[src/rtl/axi_arw_arbiter.sv]
// Schedules AXI AW/AR requests onto one half-duplex ARW command port: weighted round-robin
// with per-direction run caps and outstanding limits. Define ARW_ARB_STAT_EN for statistics.
module axi_arw_arbiter #(
  parameter int ADDR_WIDTH      = 32,
  parameter int ID_WIDTH        = 8,
  parameter int WR_BURST_MAX    = 4,
  parameter int RD_BURST_MAX    = 4,
  parameter int MAX_OUTSTANDING = 16
) (
  input  logic                  clk,
  input  logic                  rst,
  input  logic                  s_awvalid,
  output logic                  s_awready,
  input  logic [ID_WIDTH-1:0]   s_awid,
  input  logic [ADDR_WIDTH-1:0] s_awaddr,
  input  logic [7:0]            s_awlen,
  input  logic [2:0]            s_awsize,
  input  logic [1:0]            s_awburst,
  input  logic                  s_awlock,
  input  logic                  s_arvalid,
  output logic                  s_arready,
  input  logic [ID_WIDTH-1:0]   s_arid,
  input  logic [ADDR_WIDTH-1:0] s_araddr,
  input  logic [7:0]            s_arlen,
  input  logic [2:0]            s_arsize,
  input  logic [1:0]            s_arburst,
  input  logic                  s_arlock,
  output logic                  m_arw_valid,
  input  logic                  m_arw_ready,
  output logic [ADDR_WIDTH-1:0] m_arw_addr,
  output logic [ID_WIDTH-1:0]   m_arw_id,
  output logic [7:0]            m_arw_len,
  output logic [2:0]            m_arw_size,
  output logic [1:0]            m_arw_burst,
  output logic [1:0]            m_arw_lock,
  output logic                  m_arw_write,
  input  logic                  b_valid,
  input  logic                  b_ready,
  input  logic                  r_valid,
  input  logic                  r_ready,
  input  logic                  r_last,
  output logic [7:0]            wr_outstanding,
  output logic [7:0]            rd_outstanding
`ifdef ARW_ARB_STAT_EN
  ,
  output logic [31:0]           stat_wr_grants,
  output logic [31:0]           stat_rd_grants,
  output logic [31:0]           stat_limit_stalls
`endif
);

  localparam logic [7:0] MAX_OUT = 8'(MAX_OUTSTANDING);
  localparam logic [7:0] WR_CAP  = 8'(WR_BURST_MAX);
  localparam logic [7:0] RD_CAP  = 8'(RD_BURST_MAX);
  localparam int DIR_RD = 0;
  localparam int DIR_WR = 1;

  typedef enum logic {IDLE = 1'b0, ISSUE = 1'b1} state_t;

  state_t     state_reg;
  logic       last_write_reg;
  logic [7:0] run_reg;
  logic       lock_reg;

  logic [1:0] req;
  logic [1:0] rsp;
  logic [1:0] room;
  logic [1:0] inc;
  logic [1:0] dec;
  logic [1:0] elig;
  logic [1:0] grant;
  logic       cmd_hs;

  // Bit index is the direction: 0 = read, 1 = write.
  assign req    = {s_awvalid, s_arvalid};
  assign rsp    = {b_valid & b_ready, r_valid & r_ready & r_last};
  assign cmd_hs = m_arw_valid & m_arw_ready;
  assign elig   = req & room;

  genvar gi;
  generate
    for (gi = 0; gi < 2; gi++) begin : g_dir
      logic [7:0] count_reg;

      assign room[gi] = (count_reg < MAX_OUT);
      assign inc[gi]  = cmd_hs && (m_arw_write == 1'(gi));
      // A response with nothing in flight is ignored rather than wrapping the counter.
      assign dec[gi]  = rsp[gi] && (count_reg != 8'd0);

      always_ff @(posedge clk or posedge rst) begin
        if (rst) begin
          count_reg <= 8'd0;
        end else if (inc[gi] && !dec[gi]) begin
          count_reg <= count_reg + 8'd1;
        end else if (dec[gi] && !inc[gi]) begin
          count_reg <= count_reg - 8'd1;
        end
      end

`ifdef ARW_ARB_STAT_EN
      logic [31:0] grants_reg;

      always_ff @(posedge clk or posedge rst) begin
        if (rst) begin
          grants_reg <= 32'd0;
        end else if (inc[gi] && (grants_reg != 32'hFFFF_FFFF)) begin
          grants_reg <= grants_reg + 32'd1;
        end
      end
`endif
    end
  endgenerate

  assign wr_outstanding = g_dir[DIR_WR].count_reg;
  assign rd_outstanding = g_dir[DIR_RD].count_reg;

  // Under contention the last direction keeps the channel until its run reaches the cap.
  always_comb begin
    grant = 2'b00;
    if (!rst && (state_reg == IDLE)) begin
      if (elig[DIR_WR] && elig[DIR_RD]) begin
        if (last_write_reg) begin
          if (run_reg < WR_CAP) grant[DIR_WR] = 1'b1;
          else                  grant[DIR_RD] = 1'b1;
        end else begin
          if (run_reg < RD_CAP) grant[DIR_RD] = 1'b1;
          else                  grant[DIR_WR] = 1'b1;
        end
      end else begin
        grant = elig;
      end
    end
  end

  assign s_awready  = grant[DIR_WR];
  assign s_arready  = grant[DIR_RD];
  assign m_arw_lock = {1'b0, lock_reg};

  always_ff @(posedge clk or posedge rst) begin
    if (rst) begin
      state_reg      <= IDLE;
      m_arw_valid    <= 1'b0;
      m_arw_addr     <= '0;
      m_arw_id       <= '0;
      m_arw_len      <= 8'd0;
      m_arw_size     <= 3'd0;
      m_arw_burst    <= 2'd0;
      m_arw_write    <= 1'b0;
      lock_reg       <= 1'b0;
      last_write_reg <= 1'b0;
      run_reg        <= 8'd0;
    end else begin
      case (state_reg)
        IDLE: begin
          if (|grant) begin
            state_reg   <= ISSUE;
            m_arw_valid <= 1'b1;
            m_arw_write <= grant[DIR_WR];
            if (grant[DIR_WR]) begin
              m_arw_addr  <= s_awaddr;
              m_arw_id    <= s_awid;
              m_arw_len   <= s_awlen;
              m_arw_size  <= s_awsize;
              m_arw_burst <= s_awburst;
              lock_reg    <= s_awlock;
            end else begin
              m_arw_addr  <= s_araddr;
              m_arw_id    <= s_arid;
              m_arw_len   <= s_arlen;
              m_arw_size  <= s_arsize;
              m_arw_burst <= s_arburst;
              lock_reg    <= s_arlock;
            end
            if (grant[DIR_WR] == last_write_reg) begin
              if (run_reg != 8'hFF) run_reg <= run_reg + 8'd1;
            end else begin
              run_reg        <= 8'd1;
              last_write_reg <= grant[DIR_WR];
            end
          end
        end
        ISSUE: begin
          if (m_arw_ready) begin
            state_reg   <= IDLE;
            m_arw_valid <= 1'b0;
          end
        end
        default: begin
          state_reg   <= IDLE;
          m_arw_valid <= 1'b0;
        end
      endcase
    end
  end

`ifdef ARW_ARB_STAT_EN
  logic        stall;
  logic [31:0] stalls_reg;

  assign stall = |(req & ~room);

  always_ff @(posedge clk or posedge rst) begin
    if (rst) begin
      stalls_reg <= 32'd0;
    end else if (stall && (stalls_reg != 32'hFFFF_FFFF)) begin
      stalls_reg <= stalls_reg + 32'd1;
    end
  end

  assign stat_wr_grants    = g_dir[DIR_WR].grants_reg;
  assign stat_rd_grants    = g_dir[DIR_RD].grants_reg;
  assign stat_limit_stalls = stalls_reg;
`endif

endmodule

[config.mk]
export PLATFORM = sky130hd
export DESIGN_NAME = axi_arw_arbiter
export DESIGN_NICKNAME = d
export VERILOG_FILES = /design/src/rtl/axi_arw_arbiter.sv
export SDC_FILE = /design/constraint.sdc
export NUM_CORES = 1
export LEC_CHECK = 0
export ABC_AREA = 1
export CORE_ASPECT_RATIO = 0.5
export CORE_MARGIN = 2
export CORE_UTILIZATION = 46
export CTS_CLUSTER_SIZE = 8
export DETAILED_ROUTE_END_ITERATION = 8
export PLACE_DENSITY = 0.86
export SLEW_MARGIN = 10
export SYNTH_ARGS = -nofsm -noshare
export SYNTH_HDL_FRONTEND = slang
export SYNTH_SLANG_ARGS = --single-unit
[constraint.sdc]
create_clock -name clk -period 4.42 [get_ports clk]
set_input_delay 0.663 -clock clk [delete_from_list [all_inputs] [get_ports clk]]
set_output_delay 0.663 -clock clk [all_outputs]
set_load 0.01 [all_outputs]
==> metrics.yaml <==
route:
  vias: 4411
  met1_length_um: 5758
  met3WireLength_um: 634
  wl_um: 13080
  antenna_left: 0
  met2_length_um: 6400
  via_per_inst: 5.064
  first_pass_iters: 4
  drc: 0
  wl_per_cell_um: 15.02
  drt_iter0_markers: 239
  maxUsedRoutingLayer: "met4"
critical_path:
  cp-start-kind: "input port"
  r2r_slack_ns: 1.74
  crit_arrival_ns: 2.24
  worst_setup_path_end_kind: "output port"
  cp_max_fo: 2
  crit_required_ns: 3.76
  critPathKind: "input port to output port"
global_route:
  antenna_found_initial: 0
  grt_pass1_vias: 4253
  grt_max_degree: 66
  grtUsageTotal: 0.2557
  gr-total-overflow: 0
  grt_pass1_wl_um: 20990
timing:
  rsz0062_at_grt: "no"
  setup_tns_ns: 0
  hold_viol: 0
  fin_crit_ns: 2.908
  finalSetupViolCount: 0
  slew-limit-headroom: 0.3376
  post-route-period-util: 0.6579
  skew_ns: 0.007327
  tightest_slew_ns: 0.9924
  max_freq_mhz: 343.9
  final_max_slew_viol_count: 0
floorplan:
  die_height_um: 73.62
  fp-row-count: 25
  dieArea_um2: 10550
  start_util: 0.4721
  core_area_um2: 9447
  dieWidth_um: 143.2
  io_pins: 193
flow_run:
  maxCapViolCount: 0
outcome:
  run_status: "finished clean"
clocking:
  clk_pin_slew_ns: 0.06
  cts-buffers-inserted: 9
  cts_sinks: 82
  cts_tree: "yes"
  clock_latency_ns: 0.34
  cts.htree.levels: 3
  cts_setup_buffers: 0
  ctsResizeCount: 0
  cts-root-buf: "clkbuf_16"
  cts.path.max_buffers: 2
  hold_buffers: 0
place:
  hpwl_um: 8999
  place_congestion: 0.8788
  portBuffers: 191
pwr:
  switching_share: 0.3725
  powerDensity_nw_per_um2: 614.1
  p_leak_nw: 3.009
  combPwrFrac: 0.487
  internal_power_mw: 2.589
  power_switching_mw: 1.537
  seqPwrFrac: 0.315
  clockPowerShare: 0.198
  ir_worst_vdd_mv: 0.3174
synthesis:
  yosysSeqAreaShare: 0.4602
  syn_avg_cell_area_um2: 8.078
  synth-edff-count: 0
  postSynthCellCount: 552
  synth_cell_types: 35
  yosys_warnings: 0
  syn_nets: 687
  ys_seq_elements: 82
  synthFlopType: "dfrtp_1"
  netlist_area_um2: 4459
  async_reset_ff_frac: 1.000
finish:
  top_register: "m_arw_addr"
  n_fill_cell: 733
  final_common_cell: "clkdlybuf4s50_1"
  drive_above_1_share: 0.05163
  fin_util: 0.7111
  layout_common_cells: "clkdlybuf4s50_1 (191), nand2_1 (112), o21ai_1 (100)"
  antenna_cells: 0
  final_nets: 866
  largest_reg_flops: 32
  areaGrowthSynthToFinish_pct: 50.65
worst_hold_path:
  hold_path_class: "flip-flop to flip-flop"
layer usage:
| layer | track usage | vias up |
|---|---|---|
| li1 | - | 2184 |
| met3 | 0.05280 | 26 |
| met4 | 0.08932 | 0 |
| met2 | 0.4428 | 111 |
| met1 | 0.3246 | 2090 |
| met5 | 0 | - |
cells by family after synthesis:
kind of cell,Yosys count,synth area share
AO/OA/AOI/OAI,136,0.1563
AND/OR/NAND/NOR,239,0.2320
adder cells (fa/ha/maj),17,0.05107
other,1,0.0008409
XOR/XNOR,13,0.02553
buffers and inverters,64,0.07407
flip-flops,82,0.4602
worst paths after layout:
kind | from | end | cells after the start
max in group asynchronous | rst | m_arw_addr[15]$_DFFE_PP0P_ | 3
min | m_arw_addr[9]$_DFFE_PP0P_ | m_arw_addr[9]$_DFFE_PP0P_ | 2
max reg2reg | rd_outstanding[4]$_DFFE_PP0P_ | rd_outstanding[6]$_DFFE_PP0P_ | 15
min in group asynchronous | rst | rd_outstanding[6]$_DFFE_PP0P_ | 2
min reg2reg | m_arw_addr[9]$_DFFE_PP0P_ | m_arw_addr[9]$_DFFE_PP0P_ | 2
max | s_arvalid | s_arready | 7
per-stage QoR:
step | cell area, um2 | total power [mW] | setup WS [ns] | instances | hold WS [ns]
3_5_place_dp | 6390 | 3.304 | 1.456 | 855 | 0.4771
4_1_cts | 6718 | 4.160 | 1.516 | 871 | 0.4927
5_1_grt | 6718 | 4.429 | 1.422 | 871 | 0.5156
2_1_floorplan | 4459 | 2.379 | 1.649 | 552 | 0.4542
6_report | 6718 | 4.125 | 1.512 | 871 | 0.4869
3_3_place_gp | 6390 | 3.240 | 1.543 | 855 | 0.4686
power groups by stage:
stage                     clock network, mW  registers, mW  logic, mW
after floorplan                           0           1.41      0.966
after global placement                    0           1.29       1.95
after detailed placement                  0           1.31       2.00
after CTS                             0.841           1.30       2.02
after global routing                  0.864           1.34       2.23
final                                 0.817           1.30       2.01
area by class of cell:
| cell class | count | area (um2) | share of cell area |
|---|---|---|---|
| Sequential cell | 82 | 2052 | 0.3055 |
| Timing Repair Buffer | 195 | 1942 | 0.2891 |
| Tap cell | 135 | 168.9 | 0.02514 |
| Inverter | 37 | 142.6 | 0.02123 |
| Clock inverter | 5 | 85.08 | 0.01267 |
| Clock buffer | 11 | 242.7 | 0.03613 |
| Multi-Input combinational cell | 406 | 2085 | 0.3103 |
synth_stat cells (2+ instances only):
cell type | count | area, um2
nand2_1 | 112 | 420.4
o21ai_1 | 100 | 500.5
dfrtp_1 | 82 | 2052
nor2_1 | 72 | 270.3
inv_1 | 34 | 127.6
nand3_1 | 27 | 135.1
o21ai_0 | 19 | 95.09
ha_1 | 15 | 187.7
buf_4 | 12 | 90.09
a21oi_1 | 11 | 55.05
nand4_1 | 10 | 62.56
xor2_1 | 9 | 78.83
clkbuf_1 | 6 | 22.52
buf_6 | 5 | 56.30
buf_2 | 4 | 20.02
or2_2 | 4 | 25.02
xnor2_1 | 4 | 35.03
nand2_2 | 3 | 18.77
nor3_1 | 3 | 15.01
fa_1 | 2 | 40.04
inv_2 | 2 | 7.510
nand2_4 | 2 | 22.52
nor2_4 | 2 | 22.52
worst max-delay path: stages:
cell	delay (ns)
clkdlybuf4s50_1	0.46
inv_1	0.06
nor2_4	0.13
nand2_1	0.12
o21bai_1	0.17
inv_1	0.09
clkdlybuf4s50_1	0.55
Power figures use the tool's default switching activity.
==> patch 1, RTL diff (config.mk and constraints unchanged) <==
Build with the macro `ARW_ARB_STAT_EN` defined.
--- a/src/rtl/axi_arw_arbiter.sv
+++ b/src/rtl/axi_arw_arbiter.sv
@@ -1,5 +1,7 @@
 // Schedules AXI AW/AR requests onto one half-duplex ARW command port: weighted round-robin
 // with per-direction run caps and outstanding limits. Define ARW_ARB_STAT_EN for statistics.
+`define ARW_ARB_STAT_EN
+
 module axi_arw_arbiter #(
   parameter int ADDR_WIDTH      = 32,
   parameter int ID_WIDTH        = 8,
Check against the original RTL (old outputs only; new: stat_limit_stalls, stat_rd_grants and stat_wr_grants): equivalent (Yosys induction, for registers that start in step).
==> patch 1 against the original RTL <==
Non-clock buffer count is 96 higher; highest routed layer unchanged; clock power is 91% higher; setup slack worse by 310 ps; sequential cell count is 96 higher; critical endpoint unchanged; critical path type unchanged; wire length is 130% higher; synthesized area is 130% higher; total power is 77% higher; final area is 110% higher.
==> patch 1: results (changes against the original RTL) <==
| Metric | Value |
|---|---|
| Synth cell types | 39 (+11%) |
| CTS Buf Count | 17 (+8) |
| Crit Path Max Fanout | 37 (+35) |
| Synth top area cells | dfrtp_1, nand2_1, nor2_1 |
| MaxCap Viol Count | 0 (unchanged) |
| Placed cell areas | 13290 um2 (+110%) |
| GR Layer Usage met1 | 0.3376 (+0.01305) |
| Sequential cell power | 2.61 mW (+100%) |
| Met2 wire length | 13990 um (+120%) |
| Final Net Count | 1745 (+100%) |
| Outcome | complete, no violations |
| IO Port Bufs | 287 (+50%) |
| Clk Latency, worst-skew pair | 440 ps (+100 ps) |
| Vias in the first global route | 9303 (+120%) |
| Slowest cell delay on critical path | 530 ps (-20 ps) |
| Min-Delay Path Class | reg2reg |
| GRT met3 Usage | 0.05975 (+0.006948) |
| Synth cell count leaders | nand2_1, nor2_1, dfrtp_1 |
| Syn_nets | 1473 (+110%) |
| Post-synthesis adder-cell area fraction | 0.02581 (-0.02525) |
| GRT Overall Usage | 0.2518 (-0.003923) |
| Leak | 6.113 nW (+100%) |
| Synth Area in Compound Gates | 0.07610 (-0.08019) |
| H-tree levels | 4 (+1) |
| Residual DRC | 0 (unchanged) |
| Synth Area in XOR/XNOR | 0.08012 (+0.05458) |
| Wl on met1 | 12910 um (+120%) |
| Grt met2 use | 0.4106 (-0.03225) |
| Measured slew at the worst slew-check pin | 953.9 ps (-38.51 ps) |
| Met3 WL | 2179 um (+240%) |
| Detail Placement HPWL | 22020 um (+140%) |
| First-pass GRT wire length | 47440 um (+130%) |
| Clk_skew | 7.137 ps (-0.1900 ps) |
| Slowest-stage cell, CP | clkdlybuf4s50_1 |
| Drt first pass iters | 5 (+1) |
| Vias | 9864 (+120%) |
| Drt wl/cell | 15.51 um (+3.3%) |
| RD Place Congestion | 1.009 (+15%) |
| Clk buf depth | 2 (unchanged) |
| Root Driver | clkbuf_16 |
| DRT iter0 DRCs | 656 (+170%) |
| Initial antenna violation count | 1 (+1) |
| Worst Path Arrival | 2560 ps (+320 ps) |
| Post_cts resized | 0 (unchanged) |
| PD cells | 526.4 nW/um2 (-14%) |
| Int Power | 4.549 mW (+76%) |
| Worst VDD drop | 0.3172 mV (about the same) |
| Synth Warn # | 0 (unchanged) |
| Post-CTS Setup Bufs | 0 (unchanged) |
| Clk pwr share | 0.213 (+0.015) |
| Clock transition at the registers of the reported paths | 70 ps |
| Largest net degree at the start of global routing | 179 (+170%) |
| Register area share after synthesis | 0.4335 (-0.02670) |
| Layout cell share with drive strength beyond 1 | 0.06177 (+0.01014) |
==> patch 1: cell count changes after synthesis, moves of 34 or more <==
cell | before | now
xor2_1 | 9 | 78
nor3_1 | 3 | 39
dfrtp_1 | 82 | 178
o21ai_1 | 100 | 34
nand2_1 | 112 | 378
o22ai_1 | 1 | 35
nor2_1 | 72 | 196
inv_1 | 34 | 115
==> patch 1: critical path, delay by kind of cell <==
kind / cells / cell delay [ps]
simple gates: 4 / 730
buf+inv: 3 / 1160
==> patch 1: through the flow <==
step / hold slack (ps) / std cells / setup slack [ps] / util
3_3_place_gp: 471.9 / 1888 / 1209 / 0.6104
3_5_place_dp: 475.2 / 1888 / 1129 / 0.6104
6_report: 487.3 / 1920 / 1199 / 0.6377
4_1_cts: 493.8 / 1919 / 1199 / 0.6376
2_1_floorplan: 446.8 / 1335 / -190.2 / -
5_1_grt: 522.0 / 1920 / 1071 / 0.6377
==> patch 1: cell type report <==
cell class,count,area (um2)
Inverter,124,471.7
Multi-Input combinational cell,995,5075
Tap cell,300,375.4
Clock buffer,20,456.7
Timing Repair Buffer,291,2915
Antenna cell,1,2.502
Clock inverter,11,136.4
Fill cell,1870,7889
Sequential cell,178,4454
==> patch 1: path summary, 6_finish.rpt <==
path                                               start                                 to  cells after the start
min in group asynchronous                            rst  stat_limit_stalls[25]$_DFFE_PP0P_                      3
hold / removal                       state_reg$_DFF_PP0_            m_arw_valid$_DFFE_PP0P_                      1
setup / recovery                               s_awvalid                          s_arready                      7
max in group asynchronous                            rst             run_reg[4]$_DFFE_PP0P_                      3
setup reg to reg           rd_outstanding[6]$_DFFE_PP0P_             run_reg[3]$_DFFE_PP0P_                     11
hold reg to reg                      state_reg$_DFF_PP0_            m_arw_valid$_DFFE_PP0P_                      1
==> patch 2, RTL diff (same settings) <==
Made on the original files. The parameter `ADDR_WIDTH` goes from 32 to 16.
--- a/src/rtl/axi_arw_arbiter.sv
+++ b/src/rtl/axi_arw_arbiter.sv
@@ -1,7 +1,7 @@
 // Schedules AXI AW/AR requests onto one half-duplex ARW command port: weighted round-robin
 // with per-direction run caps and outstanding limits. Define ARW_ARB_STAT_EN for statistics.
 module axi_arw_arbiter #(
-  parameter int ADDR_WIDTH      = 32,
+  parameter int ADDR_WIDTH      = 16,
   parameter int ID_WIDTH        = 8,
   parameter int WR_BURST_MAX    = 4,
   parameter int RD_BURST_MAX    = 4,
Interface: changed (resized m_arw_addr, s_araddr and s_awaddr); port bits go from 193 to 145. The function was not compared with the original's and may differ.
==> patch 2 against the original RTL <==
First-iteration DRC count shrank 17%; utilization decreased by 2.3 points; synthesized area down 16%; final area down 19%; global-route usage is 1.3 points lower; total power fell by 17%; wire length decreased by 22%; combinational power decreased by 15%; sequential cell count fell by 16; clock power shrank 17%; final cell count down 18%; setup slack better by 9.7 ps.
==> patch 2: results (changes against the original RTL) <==
| Metric | Value |
|---|---|
| Outcome | complete, no violations |
| Post-Syn Area per Cell | 8.043 um2 (-0.44%) |
| RD Place Congestion | 0.8474 (-3.6%) |
| CTS Buf Count | 9 (unchanged) |
| Vias | 3626 (-18%) |
| Fraction of area in registers | 0.3021 (-0.003330) |
| Synth async-reset ratio | 1.000 (unchanged) |
| Worst VDD drop | 0.2704 mV (-15%) |
| PD cells | 628.6 nW/um2 (+2.4%) |
| Clk cell area share | 0.05196 (+0.003158) |
| CP delay by family, top | buffers and inverters |
| Met2 wire length | 5219 um (-18%) |
| Clk buf depth | 2 (unchanged) |
| GRT Overall Usage | 0.2430 (-0.01270) |
| Multi-input gate area | 1787 um2 (-14%) |
| Max reg flops | 16 (-50%) |
| Layout cell share with drive strength beyond 1 | 0.07921 (+0.02758) |
| Synth Warn # | 0 (unchanged) |
| Non-clock inverter count | 40 (+8.1%) |
| Synth Area in Compound Gates | 0.09334 (-0.06294) |
| IO Port Bufs | 143 (-25%) |
| Final Net Count | 704 (-19%) |
| Register area share after synthesis | 0.4416 (-0.01854) |
| Rel. slew slack | 0.4097 (+0.07206) |
| Met3 WL | 548 um (-14%) |
| Syn_nets | 568 (-17%) |
| Placed cell areas | 5182 um2 (-19%) |
| Synth cell count leaders | nand2_1, dfrtp_1, nand3_1 |
| Largest net degree at the start of global routing | 75 (+14%) |
| Wl on met1 | 4071 um (-29%) |
| Signal buffers | 146 (-25%) |
| Detail Placement HPWL | 7297 um (-19%) |
| Worst Path Arrival | 2230 ps |
| Pins Over Slew Limit | 0 (unchanged) |
| Synth Flop Type | dfrtp_1 |
| Synth cell types | 31 (-11%) |
| Multi-input gates | 338 (-17%) |
| DRT iter0 DRCs | 199 (-17%) |
| DP Worst Slack | 1365 ps (-90.57 ps) |
| Clk_skew | 5.003 ps (-2.324 ps) |
| Initial antenna violation count | 0 (unchanged) |
| Drt wl/cell | 14.17 um (-5.6%) |
| Syn Inst Count | 465 (-16%) |
| Post_cts resized | 0 (unchanged) |
| First-pass GRT wire length | 16790 um (-20%) |
| Clock buffer count in the final layout | 14 (+3) |
| Synth top area cells | dfrtp_1, nand2_1, nand3_1 |
| GR Layer Usage met1 | 0.2597 (-0.06487) |
| Routed vias/inst | 5.050 (-0.28%) |
| Post-synthesis adder-cell area fraction | 0.06089 (+0.009824) |
| Data buffer area share | 0.2660 (-0.02310) |
| Grt met2 use | 0.4483 (+0.005449) |
| Number of synthesized register bits | 66 (-20%) |
| GRT met3 Usage | 0.07658 (+0.02377) |
| Leak | 2.520 nW (-16%) |
| Synth Area in XOR/XNOR | 0.03279 (+0.007254) |
| FILL cells | 637 (-13%) |
| Clock transition at the registers of the reported paths | 50 ps |
[patch 2: changes by cell type after synthesis, moves of 3 or more]
cell,unedited run,this run
o21ai_1,100,0
nor2_1,72,16
nand3_1,27,61
nand2_1,112,140
o21ai_0,19,36
dfrtp_1,82,66
o21ai_2,1,11
buf_4,12,4
nor2_2,1,4
[patch 2: where the power goes]
group	total (mW)	internal (mW)	leakage, nW	switching, mW
clock network	0.678	0.424	0.143	0.254
registers	1.06	0.859	0.834	0.200
logic	1.70	0.845	1.54	0.854
total	3.44	2.13	2.52	1.31
[patch 2: path summary, 6_finish.rpt]
check                                               from                       endpoint  slack [ps]  depth (start not counted)
min                           m_arw_addr[11]$_DFFE_PP0P_     m_arw_addr[11]$_DFFE_PP0P_         490                          2
max                                            s_arvalid                      s_arready        1520                          8
max in group asynchronous                            rst  rd_outstanding[0]$_DFFE_PP0P_        2690                          3
min reg2reg                   m_arw_addr[11]$_DFFE_PP0P_     m_arw_addr[11]$_DFFE_PP0P_         490                          2
max reg2reg                rd_outstanding[7]$_DFFE_PP0P_  rd_outstanding[6]$_DFFE_PP0P_        1830                         15
min in group asynchronous                            rst            state_reg$_DFF_PP0_         880                          2
[patch 2: worst register-to-register path, delay by kind of cell (launching register included)]
| kind | cells | cell delay [ps] |
|---|---|---|
| AND/OR/NAND/NOR | 9 | 670 |
| flip-flops | 1 | 430 |
| adder cells (fa/ha/maj) | 2 | 630 |
| buffers and inverters | 1 | 160 |
| AO/OA/AOI/OAI | 3 | 640 |
[patch 2: logic make-up after synthesis]
logic type / count (synthesis)
and+or+nand+nor: 246
xor gates and xnor gates: 14
adders and majority gates: 17
other: 1
DFF: 66
buffers and inverters: 61
AOI/OAI and AO/OA: 60
